`src/rtl/speck_datapath_responder_if.sv`:
```
// Start/ack handshake and operand/result buses between the control path and the Speck datapath.
// The master drives the request and operands, and the slave returns the ack, busy and ciphertext.
interface speck_datapath_responder_if;
    logic        start_speck;
    logic [63:0] X;
    logic [63:0] K1;
    logic        eqz;
    logic        busy;
    logic [63:0] Y_out;

    modport master (
        output start_speck, X, K1,
        input  eqz, busy, Y_out
    );

    modport slave (
        input  start_speck, X, K1,
        output eqz, busy, Y_out
    );
endinterface

```
`src/rtl/speck_datapath_responder.sv`:
```
// Iterative Speck-style cipher that answers start_speck with eqz. Start seen at edge N gives eqz after edge N+ROUNDS.
// Start must drop for one cycle between jobs. Define SPECK_ABORT_EN to let a start drop during RUN abort the job.
module speck_datapath_responder #(
    parameter int ROUNDS = 27
) (
    input  logic                        clk,
    input  logic                        reset_1,
    speck_datapath_responder_if.slave   bus
);

    localparam int RC_W = $clog2(ROUNDS + 1);

`ifdef SPECK_ABORT_EN
    localparam bit ABORT_EN = 1'b1;
`else
    localparam bit ABORT_EN = 1'b0;
`endif

    typedef enum logic [1:0] {
        IDLE = 2'd0,
        RUN  = 2'd1,
        DONE = 2'd2
    } state_t;

    state_t            state_q;
    logic [RC_W-1:0]   rc_q;
    logic [31:0]       x_q, y_q, k_q, l_q;
    logic [31:0]       x_d, y_d, k_d, l_d;
    logic [63:0]       y_out_q;
    logic              eqz_q;
    logic              busy_q;
    logic              last_round;

    // One round of the data path and the key schedule. The key schedule feeds the next round.
    always_comb begin
        x_d = ({x_q[7:0], x_q[31:8]} + y_q) ^ k_q;
        y_d = {y_q[28:0], y_q[31:29]} ^ x_d;
        l_d = (k_q + {l_q[7:0], l_q[31:8]}) ^ 32'(rc_q);
        k_d = {k_q[28:0], k_q[31:29]} ^ l_d;
    end

    assign last_round = (rc_q == RC_W'(ROUNDS - 1));

    always_ff @(posedge clk) begin
        if (!reset_1) begin
            state_q <= IDLE;
            rc_q    <= '0;
            x_q     <= '0;
            y_q     <= '0;
            k_q     <= '0;
            l_q     <= '0;
            y_out_q <= '0;
            eqz_q   <= 1'b0;
            busy_q  <= 1'b0;
        end else begin
            case (state_q)
                IDLE: begin
                    eqz_q  <= 1'b0;
                    busy_q <= 1'b0;
                    if (bus.start_speck) begin
                        x_q     <= bus.X[63:32];
                        y_q     <= bus.X[31:0];
                        l_q     <= bus.K1[63:32];
                        k_q     <= bus.K1[31:0];
                        rc_q    <= '0;
                        busy_q  <= 1'b1;
                        state_q <= RUN;
                    end
                end
                RUN: begin
                    if (ABORT_EN && !bus.start_speck) begin
                        // Abandon the job. The previous ciphertext stays visible.
                        busy_q  <= 1'b0;
                        state_q <= IDLE;
                    end else begin
                        x_q <= x_d;
                        y_q <= y_d;
                        l_q <= l_d;
                        k_q <= k_d;
                        if (last_round) begin
                            y_out_q <= {x_d, y_d};
                            busy_q  <= 1'b0;
                            eqz_q   <= 1'b1;
                            state_q <= DONE;
                        end else begin
                            rc_q <= rc_q + RC_W'(1);
                        end
                    end
                end
                DONE: begin
                    if (!bus.start_speck) begin
                        eqz_q   <= 1'b0;
                        state_q <= IDLE;
                    end
                end
                default: begin
                    eqz_q   <= 1'b0;
                    busy_q  <= 1'b0;
                    state_q <= IDLE;
                end
            endcase
        end
    end

    assign bus.eqz   = eqz_q;
    assign bus.busy  = busy_q;
    assign bus.Y_out = y_out_q;

endmodule
```
`src/flat_wrapper.sv`:
```
// flat-port wrapper written by rule: the top's interface ports become plain ports
module speck_datapath_responder_flat 
#(
    parameter int ROUNDS = 27
)
  (clk, reset_1, bus_start_speck, bus_X, bus_K1, bus_eqz, bus_busy, bus_Y_out);
  speck_datapath_responder_if bus_i ();
  input  logic clk;
  input  logic reset_1;
  input wire logic [$bits(bus_i.start_speck)-1:0] bus_start_speck;
  input wire logic [$bits(bus_i.X)-1:0] bus_X;
  input wire logic [$bits(bus_i.K1)-1:0] bus_K1;
  output wire logic [$bits(bus_i.eqz)-1:0] bus_eqz;
  output wire logic [$bits(bus_i.busy)-1:0] bus_busy;
  output wire logic [$bits(bus_i.Y_out)-1:0] bus_Y_out;
  assign bus_i.start_speck = bus_start_speck;
  assign bus_i.X = bus_X;
  assign bus_i.K1 = bus_K1;
  assign bus_eqz = bus_i.eqz;
  assign bus_busy = bus_i.busy;
  assign bus_Y_out = bus_i.Y_out;
  speck_datapath_responder #(.ROUNDS(ROUNDS)) u_core (.clk(clk), .reset_1(reset_1), .bus(bus_i));
endmodule
```
`config.mk`:
```
export PLATFORM = sky130hd
export DESIGN_NAME = speck_datapath_responder_flat
export DESIGN_NICKNAME = d
export VERILOG_FILES = /design/src/rtl/speck_datapath_responder_if.sv /design/src/rtl/speck_datapath_responder.sv /design/src/flat_wrapper.sv
export SDC_FILE = /design/constraint.sdc
export NUM_CORES = 1
export LEC_CHECK = 0
export BUFFER_PORTS_ARGS = -buffer_cell sky130_fd_sc_hd__buf_4
export CAP_MARGIN = 20
export CORE_AREA = 2 2 158 160
export CTS_CLUSTER_SIZE = 20
export DETAILED_ROUTE_END_ITERATION = 10
export DIE_AREA = 0 0 160 162
export PLACE_DENSITY = 0.76
export SKIP_LAST_GASP = 1
export SLEW_MARGIN = 30
export SYNTH_ARGS = -nofsm -noshare
export SYNTH_HDL_FRONTEND = slang
export SYNTH_SLANG_ARGS = --single-unit
```
`constraint.sdc`:
```
create_clock -name clk -period 2.94 [get_ports clk]
set_input_delay 0.882 -clock clk [delete_from_list [all_inputs] [get_ports clk]]
set_output_delay 0.882 -clock clk [all_outputs]
set_load 0.02 [all_outputs]
```
---- Yosys cells after proc, flatten, opt, wreduce, memory -nomap -nowiden ----
Index checks and enable logic that the tools add are counted.
operators by class
  bitwise gates (word level) .............. 5
  equality and inequality tests ........... 7
  reductions and logical operators ........ 8
  muxes and demuxes ....................... 21
  add/subtract/negate cells ............... 3
operators with widths
  operator                                                                  count
  32-bit case mux with 2 select lines                                       4
  32-bit 2-to-1 mux                                                         4
  32-bit XOR                                                                3
  32-bit adder                                                              2
  32-bit by 5-bit XOR with 32-bit output                                    1
  5-bit 2-to-1 mux                                                          2
  5-bit case mux with 2 select lines                                        1
  2-bit AND reduction                                                       4
  2-bit 2-to-1 mux                                                          3
  2-bit inequality test (second input constant)                             3
  2-bit case mux with 3 select lines                                        1
  3-bit AND reduction                                                       2
  5-bit by 1-bit adder with 5-bit output (second input constant)            1
  5-bit == test (second input constant)                                     1
  1-bit 2-to-1 mux                                                          4
  1-bit case mux with 3 select lines                                        1
  2-bit by 1-bit == test with 1-bit output (second input constant)          1
  2-bit == test (second input constant)                                     1
  2-bit zero test                                                           1
  2-bit by 1-bit inequality test with 1-bit output (second input constant)  1
  1-bit case mux with 2 select lines                                        1
  2-bit nonzero test                                                        1
  1-bit NOT                                                                 1
word-level totals
  word-level logic and storage cells ...... 53
  register bits after elaboration ......... 201

---- Longest topological paths before layout ----
Gate-level depths: netlist (run 1).
  word-level depth ........................ 4
  mapped depth ............................ 12
  gate-level depth less buffers ........... 12

---- Worst setup path after synthesis (run 1) ----
Ideal clock, no wire load.
  kind .................................... reg2reg
  start ................................... register u_core.k_q[0]
  end ..................................... register u_core.k_q[30]
  arrival ................................. 2.694 ns
  stages on the path, launching flop included .. 13
  slack ................................... 0.113 ns
  setup time .............................. 0.132 ns
  period minus slack after synthesis ...... 2.827 ns
  buffers on the path ..................... 0
  cell sequence ........................... dfxtp_1 > ha_1 > inv_1 > fa_1 > nand2b_1 > a211oi_1 > o211ai_2 > a211oi_1 > nor3_2 > a21o_1 > a211oi_1 > xor2_1 > a21oi_1
between the ends
  cells in the longest elaborated chain, start to end .. 4
ends and longest elaborated chain
  item                                    line                            source
  start: declaration                      speck_datapath_responder.sv:27  logic [31:0] x_q, y_q, k_q, l_q;
  start signal: assignment                speck_datapath_responder.sv:64  k_q <= bus.K1[31:0];
  start signal: assignment                speck_datapath_responder.sv:79  k_q <= k_d;
  32-bit adder                            speck_datapath_responder.sv:38  l_d = (k_q + {l_q[7:0], l_q[31:8]}) ^ 32'(rc_q);
  32-bit by 5-bit XOR with 32-bit output  speck_datapath_responder.sv:38
  32-bit XOR                              speck_datapath_responder.sv:39  k_d = {k_q[28:0], k_q[31:29]} ^ l_d;
  32-bit case mux with 2 select lines     speck_datapath_responder.sv:56  case (state_q)
Every way passes these cells.
A chain may end at the register's enable or synchronous reset.

---- Worst setup path in the final report (run 1) ----
  start ................................... register u_core.x_q[10]
  end ..................................... register u_core.y_q[29]
between the ends
  cells in the longest elaborated chain, start to end .. 4
ends and longest elaborated chain
  item                                 line                            source
  start: declaration                   speck_datapath_responder.sv:27
  start signal: assignment             speck_datapath_responder.sv:61  x_q <= bus.X[63:32];
  32-bit adder                         speck_datapath_responder.sv:36  x_d = ({x_q[7:0], x_q[31:8]} + y_q) ^ k_q;
  32-bit XOR                           speck_datapath_responder.sv:36
  32-bit XOR                           speck_datapath_responder.sv:37  y_d = {y_q[28:0], y_q[31:29]} ^ x_d;
  32-bit case mux with 2 select lines  speck_datapath_responder.sv:56
  end signal: assignment               speck_datapath_responder.sv:62  y_q <= bus.X[31:0];
  end signal: assignment               speck_datapath_responder.sv:77  y_q <= y_d;
  end: declaration                     speck_datapath_responder.sv:27
Every way passes these cells.

==> qor.txt, run 1 <==
setup_tns - 0 ns
Tcrit/Tclk final - 0.986
Hold WC Path Type - flip-flop to flip-flop
pwr/cell area - 613 mW/mm²
Fmax - 0.345 GHz
crit end category - flip-flop
unrepaired setup endpoints after global routing - true
critical path peak fanout - 4
I/O pin total - 197
routed vias - 13000
Clock Pin Slew Worst Setup and Hold Paths - 0.06 ns
# hold bufs at CTS - 0
Syn Inst Count - 1577
die height - 162 µm
number of setup violations in the final report - 0
Inserted Diodes - 0
Area Overhead vs Synth - 30.8%
Maximum Capacitance Violations - 0
CP Class - flip-flop to flip-flop
CTS tree - done
CTS buffer count - 23
drt first-iter violations - 1242
Avg Inst Size Synth - 7.83 µm²
Worst Path Arrival - 3.34 ns
Congestion Overflow GR - 0
root buffer cell - clkbuf_16
switching power - 3.61 mW
outcome - complete, no violations
leading cell type in the layout, fill and taps excluded - buf_4
worst slew pin tran - 0.641 ns
post-synthesis cell type count - 71
CP required - 3.38 ns
fraction of registers with async set/reset - 0
initial antenna violation count - 0
drt drc - 0
fin. max-slew vios - 0
most frequent cells in the layout - buf_4, nand2_1, dfxtp_1, nor2_1, a21oi_1
vias in the first global route - 12300
Syn Nets - 1774
Worst VDD drop - 431 µV
#FFs+latches synth - 201
die area - 0.0259 mm²
clock power share - 0.289
Slew headroom - 0.572
power share of the sequential group - 0.323
Static Leak - 6.91 nW
DP HPWL - 32600 µm
GRT Util Overall - 0.322
Int Pwr - 6.29 mW
Rows - 57
Die X - 160 µm
first-pass GRT wire length - 66700 µm
gpl congestion - 0.955
Hold Violations, Final - 0
Initial Utilization - 0.513
switching share of total power - 0.364
Core Area - 0.0241 mm²
Final min period - 2.90 ns
Layout Skew - 0.0282 ns
layout cells sized above 1 - 0.255
worst skew pair latency - 0.54 ns
number of synthesized flops with an enable pin - 0
IO buf count - 196
drt pass-1 iters - 5
critical path startpoint category - flip-flop
Final #Nets - 2033
CTS Buffer Depth - 3
H-tree depth - 1
CTS sink cnt - 201
hold_ws - 0.458 ns
Post-Syn Area - 0.0124 mm²
Post-Route WL - 43800 µm
synth warn - 0
Via density - 5.97
Comb power frac - 0.388
post-route ant nets - 0
WL per Instance - 20.1 µm
Seq/Total Area, Yosys - 0.326
pin count of the biggest net entering global routing - 75
Power Total - 9.90 mW
Main synth FF type - dfxtp_1
-- metal layers --
metal | GRT usage | wire [µm] | vias to the layer above
met5 | 0 | 0 | -
met4 | 0.127 | 1940 | 0
met3 | 0.0421 | 3430 | 111
met2 | 0.560 | 20900 | 604
met1 | 0.408 | 17600 | 6164
li1 | - | - | 6125
-- power by group through the flow --
stage	sequential, mW	clock [mW]	combinational, mW
floorplan	3.17	0	2.21
global placement	3.21	0	3.57
detailed placement	3.22	0	3.61
CTS	3.16	2.87	3.65
global route	3.21	2.99	4.12
finish	3.20	2.86	3.84
-- cell usage after synthesis (all sizes together) (3+ instances only) --
| master | n | area, µm² |
|---|---|---|
| dfxtp | 201 | 4020 |
| xor2 | 50 | 438 |
| o21ai | 50 | 258 |
| nand2b | 11 | 68.8 |
| a211oi | 58 | 468 |
| or4 | 8 | 60.1 |
| and2 | 12 | 75.1 |
| a221oi | 25 | 236 |
| or3 | 3 | 18.8 |
| nor2b | 6 | 37.5 |
| xnor2 | 101 | 907 |
| a21o | 22 | 166 |
| o21a | 18 | 135 |
| o21bai | 8 | 60.1 |
| a21boi | 4 | 30.0 |
| nor2 | 183 | 689 |
| inv | 25 | 93.8 |
| clkbuf | 86 | 324 |
| ha | 64 | 801 |
| nand3 | 53 | 270 |
| a31oi | 9 | 71.3 |
| nand2 | 235 | 882 |
| nor3 | 27 | 145 |
| a22oi | 45 | 338 |
| o31ai | 5 | 47.5 |
| and3 | 31 | 194 |
| nand4 | 17 | 106 |
| o211ai | 11 | 97.6 |
| a21oi | 138 | 691 |
| o211a | 4 | 40.0 |
| mux2i | 7 | 70.1 |
| nor4 | 3 | 25.0 |
| buf | 15 | 58.8 |
| a311oi | 15 | 131 |
| nand4b | 3 | 26.3 |
-- timing repair --
action	CTS	global route
pin swaps	2	29
setup endpoints to repair	39	59
gates resized for setup	9	73
setup buffers	1	6
-- sequential cells by signal, indices dropped and copies added (netlist names) --
register / cells
u_core.bus.eqz: 1
u_core.bus.busy: 1
u_core.state_q: 2
u_core.l_q: 32
u_core.bus.Y_out: 64
u_core.x_q: 32
u_core.k_q: 32
u_core.rc_q: 5
u_core.y_q: 32
-- final timing paths --
| kind | startpoint | end | slack [ns] | cells after the start |
|---|---|---|---|---|
| worst max-delay path | u_core.x_q[10] | u_core.y_q[29] | 0.04 | 11 |
| worst min register to register | u_core.bus.Y_out[63] | u_core.bus.Y_out[63] | 0.46 | 2 |
| worst max register to register | u_core.x_q[10] | u_core.y_q[29] | 0.04 | 11 |
| worst min-delay path | u_core.bus.Y_out[63] | u_core.bus.Y_out[63] | 0.46 | 2 |
-- cell families after synthesis --
family / count (synthesis) / synth area share
AO/OA/AOI/OAI: 426 / 0.237
multiplexers: 7 / 0.00567
flip-flops: 201 / 0.326
AND/OR/NAND/NOR: 600 / 0.216
buffers and inverters: 126 / 0.0386
XOR/XNOR: 151 / 0.109
adder cells (fa/ha/maj): 66 / 0.0681
-- area by class of cell --
class	count	area (µm²)
Clock buffer	35	671
Clock inverter	7	70.1
Fill cell	2076	7950
Inverter	25	96.3
Multi-Input combinational cell	1250	8240
Sequential cell	201	4050
Tap cell	324	405
Timing Repair Buffer	335	2620
-- worst max-delay path, cell delays in order (launching register included) --
cell      delay [ns]
dfxtp_1         0.34
ha_2            0.32
o21ai_2         0.18
nor2_1          0.09
o31ai_1         0.24
buf_4           0.17
a31oi_4         0.10
a221oi_4        0.36
o211ai_2        0.14
xnor2_2         0.22
or4_4           0.55
o211ai_2        0.08
-- through the flow --
step | cells | worst slack [ns] | cell area, µm² | util
global placement | 2129 | -0.110 | 15000 | 0.622
global route | 2177 | -0.0855 | 16200 | 0.670
CTS | 2172 | -0.0127 | 15800 | 0.655
detailed placement | 2129 | -0.157 | 15000 | 0.622
finish | 2177 | 0.0423 | 16200 | 0.670
floorplan | 1577 | 0.113 | 12400 | -
No activity file was read; power rests on OpenSTA's default activity.
==> inputs of run 2 (changes only) <==
RECOVER_POWER = 25   (was not set)
==> run 2 against run 1 <==
Non-clock buffer count did not move. Fmax fell by 0.61%. Sequential share of layout area rose by 0.30 points. Clock-buffer cell count unchanged. Sequential power about the same. Die area unchanged. Utilization shrank 0.80 points. Total power is 0.17% lower. First-iteration DRC count grew 1.2%. Flip-flop and latch count did not move. Final area fell by 1.2%. Combinational power about the same. Critical path type unchanged. Largest power group unchanged.
==> qor.txt, run 2 (synthesis gave the netlist of run 1 again) <==
most frequent cells in the layout - buf_4, nand2_1, dfxtp_1, nor2_1, a21oi_1
vias in the first global route - 12300
Worst Path Arrival - 3.36 ns
I/O pin total - 197
filler instances - 2118
Place WS - -0.157 ns
first-pass GRT wire length - 66700 µm
Die X - 160 µm
GRT Util Overall - 0.322
pin count of the biggest net entering global routing - 75
Worst Setup SP - u_core.x_q[9]
Maximum Capacitance Violations - 0
hold_ws - 0.457 ns
Static Leak - 6.71 nW
Congestion Overflow GR - 0
Layout Skew - 0.0216 ns
Finished Layout Cells - 2177
worst skew pair latency - 0.53 ns
Critical Path Most Common Cell - o211ai_2
crit end category - flip-flop
drt first-iter violations - 1257
leading cell type in the layout, fill and taps excluded - buf_4
Slew headroom - 0.274
Initial Utilization - 0.513
critical hold path startpoint - u_core.bus.Y_out[63]
CP max stage cell - or4_4
CP cell instances - ha_4 -> a211oi_4 -> nor2_1 -> o31ai_1 -> buf_4 -> a31oi_4 -> a221oi_4 -> o211ai_2 -> xnor2_2 -> or4_4 -> o211ai_2
reg-to-reg endpoint - u_core.y_q[29]
Post-Route WL - 43900 µm
CTS buffer count - 23
Power Total - 9.88 mW
buffers and inverters on the worst path - 1
Final #Nets - 2033
Via density - 5.97
Tcrit/Tclk final - 0.992
Worst VDD drop - 426 µV
Inserted Diodes - 0
die height - 162 µm
initial antenna violation count - 0
layout cells sized above 1 - 0.228
root buffer cell - clkbuf_16
die area - 0.0259 mm²
# hold bufs at CTS - 0
CTS tree - done
critical path peak fanout - 4
Area Overhead vs Synth - 29.2%
worst hold endpoint - u_core.bus.Y_out[63]
max FFs per register - 64
IO buf count - 196
Hold Path Cell Cnt - 2
Hold Violations, Final - 0
setup_tns - 0 ns
Core Area - 0.0241 mm²
Clock Pin Slew Worst Setup and Hold Paths - 0.06 ns
Hold WC Path Type - flip-flop to flip-flop
dpl cells - 2129
fin. max-slew vios - 0
unrepaired setup endpoints after global routing - true
H-tree depth - 1
critical path startpoint category - flip-flop
reg-to-reg slack, setup - 0.02 ns
Final Instance Area - 0.0160 mm²
Final min period - 2.92 ns
Final Core Density - 0.662
DP HPWL - 32600 µm
post-route ant nets - 0
number of setup violations in the final report - 0
Rows - 57
CTS sink cnt - 201
CP Class - flip-flop to flip-flop
outcome - complete, no violations
worst slew pin tran - 1.09 ns
drt drc - 0
CTS Buffer Depth - 3
Crit path largest cell delay - 0.56 ns
CP required - 3.38 ns
Reg-to-Reg Start - u_core.x_q[9]
Post-DP Area - 0.0150 mm²
routed vias - 13000
Reg2Reg Depth - 11
Fmax - 0.343 GHz
gpl congestion - 0.955
Top Family by Delay on Critical Path - compound AO/OA/AOI/OAI gates
pwr/cell area - 619 mW/mm²
drt pass-1 iters - 7
WL per Instance - 20.2 µm
worst setup margin - 0.0243 ns
[run 2: cell count changes in the layout (fill, tap and decap cells not counted), sizes merged]
cell | previous run | this run
clkbuf | 35 | 83
buf | 335 | 287
[run 2: tightest hold or removal path, cell delays in order, from the launching register on]
cell and delay, ns:
dfxtp_1 0.31, nand2_1 0.05, a21oi_1 0.05
[run 2: layer usage]
| layer | GRT usage | part of all wire |
|---|---|---|
| met1 | 0.408 | 0.40 |
| met2 | 0.560 | 0.48 |
| met3 | 0.0421 | 0.078 |
| met4 | 0.127 | 0.045 |
| met5 | 0 | 0 |
[run 2: how the worst max path moves through the flow]
| stage | to | slack, ns | cells after the start |
|---|---|---|---|
| after floorplan | u_core.k_q[30] | 0.11 | 12 |
| after global placement | u_core.x_q[28] | -0.11 | 13 |
| after detailed placement | u_core.bus.Y_out[30] | -0.16 | 12 |
| after CTS | u_core.y_q[30] | -0.01 | 12 |
| after global routing | u_core.y_q[29] | -0.09 | 11 |
| final | u_core.y_q[29] | 0.02 | 11 |
[run 2: timing repair]
action                     4_1_cts  5_1_grt
pin swaps                        2       29
resized for setup                9       73
setup endpoints to repair       39       59
cloned                           0        0
buffers inserted                 1        6
[run 2: area by class of cell]
type,count,area (µm²),share of cell area
clock buffer,35,671,0.0420
clock inverter,7,70.1,0.00439
inverter,25,96.3,0.00604
multi-input combinational,1250,8230,0.516
sequential,201,4050,0.254
tap,324,405,0.0254
timing repair buffer,335,2440,0.153
[run 2: power by group]
group          switching [mW]  internal (mW)  total (mW)
clock                    1.19           1.66        2.86
combinational            2.17           1.67        3.83
sequential              0.231           2.96        3.19
total                    3.59           6.29        9.88
